### src/rtl/dispatch_pkg.sv
// -----------------------------------------------------------------------------
// dispatch_pkg
// Shared constants for the sensor command dispatcher:
//   - host request codes and response codes
//   - top-level FSM state encoding
//   - response frame length and byte-index width
//   - checksum helper, present only when DISPATCH_CHECKSUM_EN is defined
// Build option: DISPATCH_CHECKSUM_EN appends an XOR checksum byte to every
// response frame.
// -----------------------------------------------------------------------------
package dispatch_pkg;

  // Host request codes
  localparam logic [7:0] REQ_STATUS = 8'h00;
  localparam logic [7:0] REQ_TEMP   = 8'h02;
  localparam logic [7:0] REQ_HUM    = 8'h03;

  // Response codes (first byte of every frame)
  localparam logic [7:0] RESP_OK       = 8'h00;
  localparam logic [7:0] RESP_TEMP     = 8'h01;
  localparam logic [7:0] RESP_HUM      = 8'h02;
  localparam logic [7:0] RESP_BAD_CMD  = 8'hE0;
  localparam logic [7:0] RESP_TIMEOUT  = 8'hE1;
  localparam logic [7:0] RESP_BAD_ADDR = 8'hE2;

  // FSM state encoding
  localparam logic [2:0] ST_IDLE     = 3'd0;
  localparam logic [2:0] ST_GET_ADDR = 3'd1;
  localparam logic [2:0] ST_CHECK    = 3'd2;
  localparam logic [2:0] ST_WAIT_IF  = 3'd3;
  localparam logic [2:0] ST_LOAD     = 3'd4;
  localparam logic [2:0] ST_SEND     = 3'd5;

`ifdef DISPATCH_CHECKSUM_EN
  localparam int unsigned FRAME_LEN = 4;
`else
  localparam int unsigned FRAME_LEN = 3;
`endif

  // Two bits cover both the 3- and 4-byte frame variants
  localparam int unsigned IDX_W = 2;

  // True for request codes the dispatcher knows how to serve
  function automatic logic req_is_known(input logic [7:0] req);
    logic known;
    case (req)
      REQ_STATUS: known = 1'b1;
      REQ_TEMP:   known = 1'b1;
      REQ_HUM:    known = 1'b1;
      default:    known = 1'b0;
    endcase
    return known;
  endfunction

`ifdef DISPATCH_CHECKSUM_EN
  // Checksum byte: XOR of the three payload bytes
  function automatic logic [7:0] frame_xor(input logic [7:0] b0,
                                           input logic [7:0] b1,
                                           input logic [7:0] b2);
    return b0 ^ b1 ^ b2;
  endfunction
`endif

endpackage

### src/rtl/resp_serializer.sv
// -----------------------------------------------------------------------------
// resp_serializer
// Holds one response frame and streams it byte by byte over a valid/ready
// handshake. When DISPATCH_CHECKSUM_EN is defined, a fourth byte (XOR of the
// first three) is appended.
// Ports:
//   i_Clock, i_Rst_n     clock, asynchronous active-low reset
//   i_load               one-cycle strobe: capture i_byte0..2, start sending
//   i_byte0..i_byte2     frame payload (response code, int, float)
//   i_tx_ready           downstream accepts byte when o_tx_valid & i_tx_ready
//   o_tx_valid/o_tx_data registered byte stream
//   o_frame_done         high in the cycle the last byte is accepted
// -----------------------------------------------------------------------------
module resp_serializer
  import dispatch_pkg::*;
(
  input  logic       i_Clock,
  input  logic       i_Rst_n,
  input  logic       i_load,
  input  logic [7:0] i_byte0,
  input  logic [7:0] i_byte1,
  input  logic [7:0] i_byte2,
  input  logic       i_tx_ready,
  output logic       o_tx_valid,
  output logic [7:0] o_tx_data,
  output logic       o_frame_done
);

  logic [7:0]       frame_q [FRAME_LEN];
  logic [7:0]       frame_d [FRAME_LEN];
  logic [IDX_W-1:0] idx_q, idx_d;
  logic             valid_q, valid_d;
  logic [7:0]       data_q, data_d;
  logic             done_s;
  logic [IDX_W-1:0] idx_nxt_s;

  // Next-state logic for byte index, frame storage and output byte
  always_comb begin
    frame_d   = frame_q;
    idx_d     = idx_q;
    valid_d   = valid_q;
    data_d    = data_q;
    done_s    = 1'b0;
    idx_nxt_s = idx_q + {{(IDX_W-1){1'b0}}, 1'b1};
    if (i_load) begin
      frame_d[0] = i_byte0;
      frame_d[1] = i_byte1;
      frame_d[2] = i_byte2;
`ifdef DISPATCH_CHECKSUM_EN
      frame_d[3] = frame_xor(i_byte0, i_byte1, i_byte2);
`endif
      idx_d   = {IDX_W{1'b0}};
      valid_d = 1'b1;
      data_d  = i_byte0;
    end else if (valid_q && i_tx_ready) begin
      if (idx_q == IDX_W'(FRAME_LEN - 1)) begin
        idx_d   = {IDX_W{1'b0}};
        valid_d = 1'b0;
        data_d  = 8'h00;
        done_s  = 1'b1;
      end else begin
        // Next byte is presented on the handshake edge: no bubble between bytes
        idx_d  = idx_nxt_s;
        data_d = frame_q[idx_nxt_s];
      end
    end else begin
      idx_d = idx_q;
    end
  end

  // Serializer state registers
  always_ff @(posedge i_Clock or negedge i_Rst_n) begin
    if (!i_Rst_n) begin
      for (int i = 0; i < int'(FRAME_LEN); i++) begin
        frame_q[i] <= 8'h00;
      end
      idx_q   <= {IDX_W{1'b0}};
      valid_q <= 1'b0;
      data_q  <= 8'h00;
    end else begin
      frame_q <= frame_d;
      idx_q   <= idx_d;
      valid_q <= valid_d;
      data_q  <= data_d;
    end
  end

  assign o_tx_valid   = valid_q;
  assign o_tx_data    = data_q;
  assign o_frame_done = done_s;

endmodule

### src/rtl/sensor_cmd_dispatcher.sv
// -----------------------------------------------------------------------------
// sensor_cmd_dispatcher
// Assembles a 2-byte host command (request, address) from the UART receiver,
// validates it, runs the sensor interface with a timeout when a measurement is
// requested, and returns a fixed response frame {resp, int, float} to the
// UART transmitter.
// Build option: DISPATCH_CHECKSUM_EN adds an XOR checksum byte to the frame
// (handled inside resp_serializer).
// Parameters:
//   TIMEOUT_CYCLES  cycles allowed in WAIT_IF before a sensor timeout
//   ADDR_MAX        highest legal sensor address
// Ports:
//   i_Clock, i_Rst_n            clock, asynchronous active-low reset
//   i_rx_valid, i_rx_data       received byte strobe and data
//   o_if_en, o_if_request       sensor interface enable (level) and request
//   i_if_done, i_if_data_*      sensor done pulse and result bytes
//   o_tx_valid, o_tx_data       response byte stream
//   i_tx_ready                  transmitter ready
//   o_busy                      high outside IDLE and GET_ADDR
// -----------------------------------------------------------------------------
module sensor_cmd_dispatcher
  import dispatch_pkg::*;
#(
  parameter int unsigned TIMEOUT_CYCLES = 100000000,
  parameter logic [7:0]  ADDR_MAX       = 8'd31
) (
  input  logic       i_Clock,
  input  logic       i_Rst_n,
  input  logic       i_rx_valid,
  input  logic [7:0] i_rx_data,
  output logic       o_if_en,
  output logic [7:0] o_if_request,
  input  logic       i_if_done,
  input  logic [7:0] i_if_data_int,
  input  logic [7:0] i_if_data_float,
  output logic       o_tx_valid,
  output logic [7:0] o_tx_data,
  input  logic       i_tx_ready,
  output logic       o_busy
);

  localparam int unsigned     CNT_W    = (TIMEOUT_CYCLES > 1) ? $clog2(TIMEOUT_CYCLES) : 1;
  localparam logic [CNT_W-1:0] CNT_LAST = CNT_W'(TIMEOUT_CYCLES - 1);

  logic [2:0]       state_q, state_d;
  logic [7:0]       req_q, req_d;
  logic [7:0]       addr_q, addr_d;
  logic [7:0]       resp_q, resp_d;
  logic [7:0]       int_q, int_d;
  logic [7:0]       flt_q, flt_d;
  logic [CNT_W-1:0] cnt_q, cnt_d;
  logic             if_en_q, if_en_d;
  logic [7:0]       if_req_q, if_req_d;
  logic             busy_q, busy_d;
  logic             load_s;
  logic             frame_done_s;

  // Command FSM: byte assembly, validation, sensor wait and frame hand-off
  always_comb begin
    state_d  = state_q;
    req_d    = req_q;
    addr_d   = addr_q;
    resp_d   = resp_q;
    int_d    = int_q;
    flt_d    = flt_q;
    cnt_d    = cnt_q;
    if_en_d  = if_en_q;
    if_req_d = if_req_q;
    load_s   = 1'b0;
    case (state_q)
      ST_IDLE: begin
        if (i_rx_valid) begin
          req_d   = i_rx_data;
          state_d = ST_GET_ADDR;
        end else begin
          state_d = ST_IDLE;
        end
      end
      ST_GET_ADDR: begin
        if (i_rx_valid) begin
          addr_d  = i_rx_data;
          state_d = ST_CHECK;
        end else begin
          state_d = ST_GET_ADDR;
        end
      end
      ST_CHECK: begin
        // Address is judged before the request code
        if (addr_q > ADDR_MAX) begin
          resp_d  = RESP_BAD_ADDR;
          int_d   = 8'h00;
          flt_d   = 8'h00;
          state_d = ST_LOAD;
        end else if (!req_is_known(req_q)) begin
          resp_d  = RESP_BAD_CMD;
          int_d   = 8'h00;
          flt_d   = 8'h00;
          state_d = ST_LOAD;
        end else if (req_q == REQ_STATUS) begin
          resp_d  = RESP_OK;
          int_d   = 8'h00;
          flt_d   = 8'h00;
          state_d = ST_LOAD;
        end else begin
          if_req_d = req_q;
          if_en_d  = 1'b1;
          cnt_d    = {CNT_W{1'b0}};
          state_d  = ST_WAIT_IF;
        end
      end
      ST_WAIT_IF: begin
        // A done pulse in the final timeout cycle still counts as success
        if (i_if_done) begin
          int_d   = i_if_data_int;
          flt_d   = i_if_data_float;
          resp_d  = (req_q == REQ_TEMP) ? RESP_TEMP : RESP_HUM;
          if_en_d = 1'b0;
          state_d = ST_LOAD;
        end else if (cnt_q == CNT_LAST) begin
          resp_d  = RESP_TIMEOUT;
          int_d   = 8'h00;
          flt_d   = 8'h00;
          if_en_d = 1'b0;
          state_d = ST_LOAD;
        end else begin
          cnt_d = cnt_q + {{(CNT_W-1){1'b0}}, 1'b1};
        end
      end
      ST_LOAD: begin
        load_s  = 1'b1;
        state_d = ST_SEND;
      end
      ST_SEND: begin
        if (frame_done_s) begin
          state_d = ST_IDLE;
        end else begin
          state_d = ST_SEND;
        end
      end
      default: begin
        if_en_d = 1'b0;
        state_d = ST_IDLE;
      end
    endcase
    busy_d = !((state_d == ST_IDLE) || (state_d == ST_GET_ADDR));
  end

  // FSM and output registers
  always_ff @(posedge i_Clock or negedge i_Rst_n) begin
    if (!i_Rst_n) begin
      state_q  <= ST_IDLE;
      req_q    <= 8'h00;
      addr_q   <= 8'h00;
      resp_q   <= 8'h00;
      int_q    <= 8'h00;
      flt_q    <= 8'h00;
      cnt_q    <= {CNT_W{1'b0}};
      if_en_q  <= 1'b0;
      if_req_q <= 8'h00;
      busy_q   <= 1'b0;
    end else begin
      state_q  <= state_d;
      req_q    <= req_d;
      addr_q   <= addr_d;
      resp_q   <= resp_d;
      int_q    <= int_d;
      flt_q    <= flt_d;
      cnt_q    <= cnt_d;
      if_en_q  <= if_en_d;
      if_req_q <= if_req_d;
      busy_q   <= busy_d;
    end
  end

  resp_serializer u_resp_serializer (
    .i_Clock      (i_Clock),
    .i_Rst_n      (i_Rst_n),
    .i_load       (load_s),
    .i_byte0      (resp_q),
    .i_byte1      (int_q),
    .i_byte2      (flt_q),
    .i_tx_ready   (i_tx_ready),
    .o_tx_valid   (o_tx_valid),
    .o_tx_data    (o_tx_data),
    .o_frame_done (frame_done_s)
  );

  assign o_if_en      = if_en_q;
  assign o_if_request = if_req_q;
  assign o_busy       = busy_q;

endmodule

### config.mk
export PLATFORM = sky130hd
export DESIGN_NAME = sensor_cmd_dispatcher
export DESIGN_NICKNAME = d
export VERILOG_FILES = /design/src/rtl/dispatch_pkg.sv /design/src/rtl/resp_serializer.sv /design/src/rtl/sensor_cmd_dispatcher.sv
export SDC_FILE = /design/constraint.sdc
export NUM_CORES = 1
export LEC_CHECK = 0
export CAP_MARGIN = 20
export CORE_MARGIN = 2
export CORE_UTILIZATION = 42
export DETAILED_ROUTE_END_ITERATION = 16
export GPL_ROUTABILITY_DRIVEN = 0
export MAX_ROUTING_LAYER = met4
export PLACE_DENSITY = 0.69
export SYNTH_ARGS = -nofsm -noshare
export SYNTH_HDL_FRONTEND = slang
export SYNTH_SLANG_ARGS = --single-unit
### constraint.sdc
create_clock -name i_Clock -period 2.96 [get_ports i_Clock]
set_clock_uncertainty 0.05 [all_clocks]
set_input_delay 0.592 -clock i_Clock [delete_from_list [all_inputs] [get_ports i_Clock]]
set_output_delay 0.592 -clock i_Clock [all_outputs]
set_load 0.005 [all_outputs]
Word level (Yosys, flattened, before mapping)
Cells that the tools add are included.
{"block": "word_totals", "inputBits": 29, "output_inout_bits": 19, "ff_bits": 115, "wordCells": 113}
{"block": "op_classes", "add_sub_neg": 2, "order_cmp": 2, "bitwise": 4, "mux": 54, "eq_ne": 17, "n_reduce_logical": 18}
{"cell": "$mux W27", "n": 5}
{"cell": "$mux W8", "n": 15}
{"cell": "$pmux W27 S2", "n": 1}
{"cell": "$pmux W8 S2", "n": 3}
{"cell": "$add A27 B1 Y27 const B", "n": 1}
{"cell": "$eq A27 B27 Y1 const B", "n": 1}
{"cell": "$mux W3", "n": 6}
{"cell": "$pmux W3 S6", "n": 1}
{"cell": "$bmux W8 S2", "n": 1}
{"cell": "$eq A8 B2 Y1 const B", "n": 2}
{"cell": "$mux W1", "n": 16}
{"cell": "$mux W2", "n": 5}
{"cell": "$ne A2 B2 Y1 const B", "n": 5}
{"cell": "$gt A8 B5 Y1 const B", "n": 1}
{"cell": "$logic_not A8 Y1", "n": 1}
{"cell": "$eq A3 B1 Y1 const B", "n": 2}
{"cell": "$eq A3 B2 Y1 const B", "n": 2}
{"cell": "$eq A3 B3 Y1 const B", "n": 2}
{"cell": "$logic_not A3 Y1", "n": 2}
{"cell": "$reduce_and A2 Y1", "n": 3}
{"cell": "$reduce_and A6 Y1", "n": 1}
{"cell": "$reduce_bool A2 Y1", "n": 3}
{"cell": "$reduce_and A5 Y1", "n": 1}
{"cell": "$ne A4 B4 Y1 const B", "n": 1}
{"cell": "14 further kinds", "n": 16}

Longest topological paths before layout
Gate-level depths: netlist (run 1).
{"block": "depth", "ltp_word": 11, "mapped_depth": 10, "ltp_nobuf": 7}

Hierarchy
A second synthesis (run 1) with hierarchy kept.
{"block": "unflattened", "cells_unflattened": 420, "area_unflattened_um2": 4825.9}
{"mod": "sensor_cmd_dispatcher", "seq_area_each_um2": 1751.7, "cells_each": 287, "area_each_um2": 3196.8, "n_inst": 1}
{"mod": "resp_serializer", "seq_area_each_um2": 875.8, "cells_each": 133, "area_each_um2": 1629.1, "n_inst": 1}

Worst setup path before layout (run 1)
OpenSTA, ideal clock, no wires.
{"block": "synth_timing", "path_kind": "register to register", "from": "register cnt_q[17]", "to": "register resp_q[6]", "arrival_time_ps": 2106, "setup_time_ps": 125, "period_less_slack_ps": 2281, "t_required_ps": 2785, "n_path_buf": 1, "stages_incl_launch_ff": 7, "path_slack_ps": 679, "cell_sequence": "dfrtp_1 > or4_4 > nor4_4 > a311oi_1 > a211o_1 > buf_2 > mux2_4"}
{"block": "synth_between", "elab_chain_len": 3}
{"element": "start, declared", "line_no": "sensor_cmd_dispatcher.sv:51", "rtl": "logic [CNT_W-1:0] cnt_q, cnt_d;"}
{"element": "start signal, assigned", "line_no": "sensor_cmd_dispatcher.sv:157", "rtl": "cnt_q <= {CNT_W{1'b0}};"}
{"element": "start signal, assigned", "line_no": "sensor_cmd_dispatcher.sv:168", "rtl": "cnt_q <= cnt_d;"}
{"element": "$eq A27 B27 Y1", "line_no": "sensor_cmd_dispatcher.sv:119", "rtl": "end else if (cnt_q == CNT_LAST) begin"}
{"element": "$ne A3 B3 Y1 (no line)"}
{"element": "$reduce_and A3 Y1 (no line)"}
{"element": "end signal, assigned", "line_no": "sensor_cmd_dispatcher.sv:165", "rtl": "resp_q <= resp_d;"}
{"element": "end, declared", "line_no": "sensor_cmd_dispatcher.sv:48", "rtl": "logic [7:0] resp_q, resp_d;"}
Every way passes these cells.
A chain may end at the register's enable or synchronous reset.

Final worst setup path (run 1)
{"block": "layout_timing", "from": "register cnt_q[17]", "to": "register resp_q[1]"}
Same word-level chain as after synthesis.

==> results of run 1 <==
-- registers in the layout, summed over array words and instances, names as in the netlist --
signal,cells
u_resp_serializer.o_tx_valid,1
o_if_request,8
int_q,8
req_q,8
flt_q,8
state_q,3
o_if_en,1
o_busy,1
addr_q,3
u_resp_serializer.idx_q,2
u_resp_serializer.o_tx_data,8
u_resp_serializer.frame_q,19
cnt_q,27
resp_q,3
-- area by class of cell --
class                      count  area share
sequential                   100       0.455
multi-input combinational    292       0.363
timing repair buffer          59       0.104
tap                          140      0.0318
clock buffer                   9      0.0225
clock inverter                 7      0.0171
inverter                      11     0.00750
-- stage by stage --
stage               hold WS, ps  cell area (µm²)  std cells
CTS                         176             5500        618
floorplan                   246             4650        426
global route                188             5500        618
global placement            404             5290        602
finish                      164             5500        618
detailed placement          402             5290        602
-- cell families (layout without fill, tap and decap cells) --
logic type / Yosys count / count (layout) / synth area share
flops: 100 / 100 / 0.538
simple gates: 149 / 149 / 0.174
buf+inv: 34 / 86 / 0.0334
compound gates: 101 / 101 / 0.153
mux: 37 / 37 / 0.0888
fa+ha+maj: 4 / 4 / 0.0108
xor+xnor: 1 / 1 / 0.00188
-- power groups by stage --
| stage | registers, mW | clock network [mW] | logic (mW) |
|---|---|---|---|
| floorplan | 2.00 | 0 | 0.965 |
| global placement | 2.10 | 0 | 1.28 |
| detailed placement | 2.13 | 0 | 1.32 |
| CTS | 2.10 | 0.937 | 1.32 |
| global route | 2.17 | 0.997 | 1.48 |
| finish | 2.10 | 0.906 | 1.30 |
-- cell usage in the layout, fill, tap and decap left out, drive strengths merged, types with 2 or more instances in the layout --
cell | synthesis | final
or4 | 4 | 4
nand3 | 18 | 18
a21oi | 16 | 16
and2 | 12 | 12
o21ai | 23 | 23
mux2 | 31 | 31
a41oi | 2 | 2
a211o | 10 | 10
nor2 | 19 | 19
o311a | 2 | 2
ha | 4 | 4
dfrtp | 100 | 100
mux2i | 6 | 6
nor3b | 3 | 3
a22o | 20 | 20
a22oi | 5 | 5
clkdlybuf4s50 | 0 | 46
buf | 12 | 13
inv | 11 | 13
clkbuf | 11 | 9
nand2b | 5 | 5
a31oi | 9 | 9
a221o | 3 | 3
nand2 | 34 | 34
clkinv | 0 | 5
or2 | 2 | 2
nor3 | 10 | 10
a21o | 3 | 3
and3 | 13 | 13
nor2b | 4 | 4
nor4 | 6 | 6
nand4 | 9 | 9
or3 | 7 | 7
-- routing by layer --
layer	vias up	wire length (µm)	track usage
met5	-	0	-
met4	0	174	0.0597
met3	18	436	0.0496
met2	82	5030	0.307
met1	1756	4570	0.253
li1	1673	-	-
-- worst register-to-register path, cell delays in order, from the launching register on --
cell and delay (ps):
dfrtp_1 470, or4_4 580, nor4_4 360, a311oi_1 160, a211o_1 540, mux2_1 420
-- synth_stat cells, types with 2 or more instances --
cell type,n
nor2_1,19
clkbuf_1,11
nand2b_1,5
o21ai_1,3
buf_4,3
nand4_1,9
or3_1,7
ha_1,4
a21oi_1,16
nand3_1,18
a211o_1,10
nor3_1,10
dfrtp_1,100
nor2b_1,4
nand2_1,33
nor4_1,5
a41oi_1,2
and3_1,13
buf_2,7
a22oi_1,5
a22o_1,20
a21o_1,3
inv_1,11
a221o_1,3
a31oi_1,9
and2_1,12
mux2_2,28
o21ai_0,20
mux2i_1,6
or4_1,3
o311a_1,2
mux2_1,2
nor3b_1,2
-- worst max-delay path by stage --
stage / from / to / slack, ps / cells past startpoint
after floorplan: cnt_q[17]$_DFFE_PN0P_ / resp_q[6]$_DFFE_PN0P_ / 680 / 6
after global placement: cnt_q[17]$_DFFE_PN0P_ / resp_q[1]$_DFFE_PN0P_ / 360 / 5
after detailed placement: cnt_q[17]$_DFFE_PN0P_ / resp_q[1]$_DFFE_PN0P_ / 270 / 5
after CTS: cnt_q[17]$_DFFE_PN0P_ / resp_q[1]$_DFFE_PN0P_ / 240 / 5
after global routing: cnt_q[17]$_DFFE_PN0P_ / resp_q[1]$_DFFE_PN0P_ / 120 / 5
final: cnt_q[17]$_DFFE_PN0P_ / resp_q[1]$_DFFE_PN0P_ / 270 / 5
==> qor.yml, run 1 <==
cts:
  cts_tree: "yes"
  cts_num_sinks: 100
  clk_latency_ps: 390
  cts_made_buffers: 9
  cts_resized: 0
  clk_transition_reported_paths_ps: 110
  cts_buffer_depth: 2
  cts_setup_buffers: 0
  root_buffer: "clkbuf_8"
  hold_buffers: 0
  cts.htree.levels: 3
power_and_ir_drop:
  cell_internal_pwr_mw: 2.83
  p_sw_mw: 1.48
  combinationalPowerShare: 0.303
  p_leak_nw: 2.46
  pwr_density_cell_nw_per_um2: 783
  peakVddDrop_v: 0.000383
  p_seq_frac: 0.487
  swShare: 0.344
  p_clk_frac: 0.210
  finalPower_mw: 4.31
global_routing:
  antenna_found_initial: 0
  grt_max_degree: 56
  grt_pass1_vias: 3546
  overflow: 0
  grt_usage: 0.196
  grt_pass1_wl_um: 17700
timing:
  fin_ws_ps: 270
  fmax_ghz: 0.372
  totalNegativeSetupSlack_ps: 0
  tightest_slew_ps: 730
  max-slew-margin-rel: 0.513
  finalMaxSlewViolations: 0
  fin_crit_ps: 2690
  fin_crit_sh: 0.909
  hold_viol: 0
  rsz0062_at_grt: "no"
  setup_viol: 0
yosys:
  yosysUniqueCellTypes: 54
  synth_top_flop_cell: "dfrtp_1"
  yosysTopAreaCell: "dfrtp_1"
  async_reset_ff_frac: 1.00
  syn_nets: 459
  synth-edff-count: 0
  synth_warnings: 0
  ys_seq_area_frac: 0.538
  netlist_instances: 426
  yosysTopAreaCellShare: 0.538
  ys_top_cells_by_area: "dfrtp_1 (54%), mux2_2 (6.8%), a22o_1 (3.8%), nand2_1 (2.7%), o21ai_0 (2.2%)"
  avgSynthCellArea_um2: 10.9
  syn_area_um2: 4650
  synth-seq-cells: 100
worst_setup_path:
  critPathSlowestCell: "or4_4"
  required_ps: 3180
  rr_startpoint: "cnt_q[17]$_DFFE_PN0P_"
  setup.worst_path.class: "reg2reg"
  crit_arrival_ps: 2910
  path_cells: "or4_4, nor4_4, a311oi_1, a211o_1, mux2_1"
  timing.rr.end: "resp_q[1]$_DFFE_PN0P_"
  end_kind: "flip-flop"
  critPathMaxStageDelay_ps: 580
  critPathBufInv: 0
  regToRegSetupSlack_ps: 270
  startpoint_type: "flip-flop"
  r2r_cells: 5
  cp_max_fo: 21
  path_delay_family: "simple AND/OR/NAND/NOR gates"
floorplanning:
  floorplan.die_area_um2: 11900
  die_w_um: 109
  core-area_um2: 10800
  start_util: 0.429
  ioPinCount: 48
  die_y_um: 109
  rows: 38
layout:
  area_growth_pct: 18.4
  nFillCells: 969
  ff_latch_area_um2: 2500
  layout.nets: 506
  layout-drive-gt1-share: 0.134
  multiInputGateArea_um2: 2000
  fin_util: 0.508
  n_antenna_cell: 0
place:
  io_buffers: 47
  dp_hpwl_um: 7220
  preCtsSetupSlack_ps: 274
detailed_routing:
  ant_nets: 0
  wl_um: 10200
  vias_per_cell: 5.71
  drc_errors: 0
  vias: 3529
  first_pass_iters: 4
  drt_iter0_drc: 282
  wire_per_inst_um: 16.5
status:
  status: "finished, final reports clean"
run:
  maxCapViolations: 0
min_path:
  worstHoldPathType: "in2async"
No activity file was read; power rests on OpenSTA's default activity.
==> run 2: changes to the inputs <==
--- a/config.mk
+++ b/config.mk
@@ -15,3 +15,4 @@
 export SYNTH_ARGS = -nofsm -noshare
 export SYNTH_HDL_FRONTEND = slang
 export SYNTH_SLANG_ARGS = --single-unit
+export TNS_END_PERCENT = 20
==> results of run 2 <==
Final layout, timing and power as in run 1 (identical DEF).
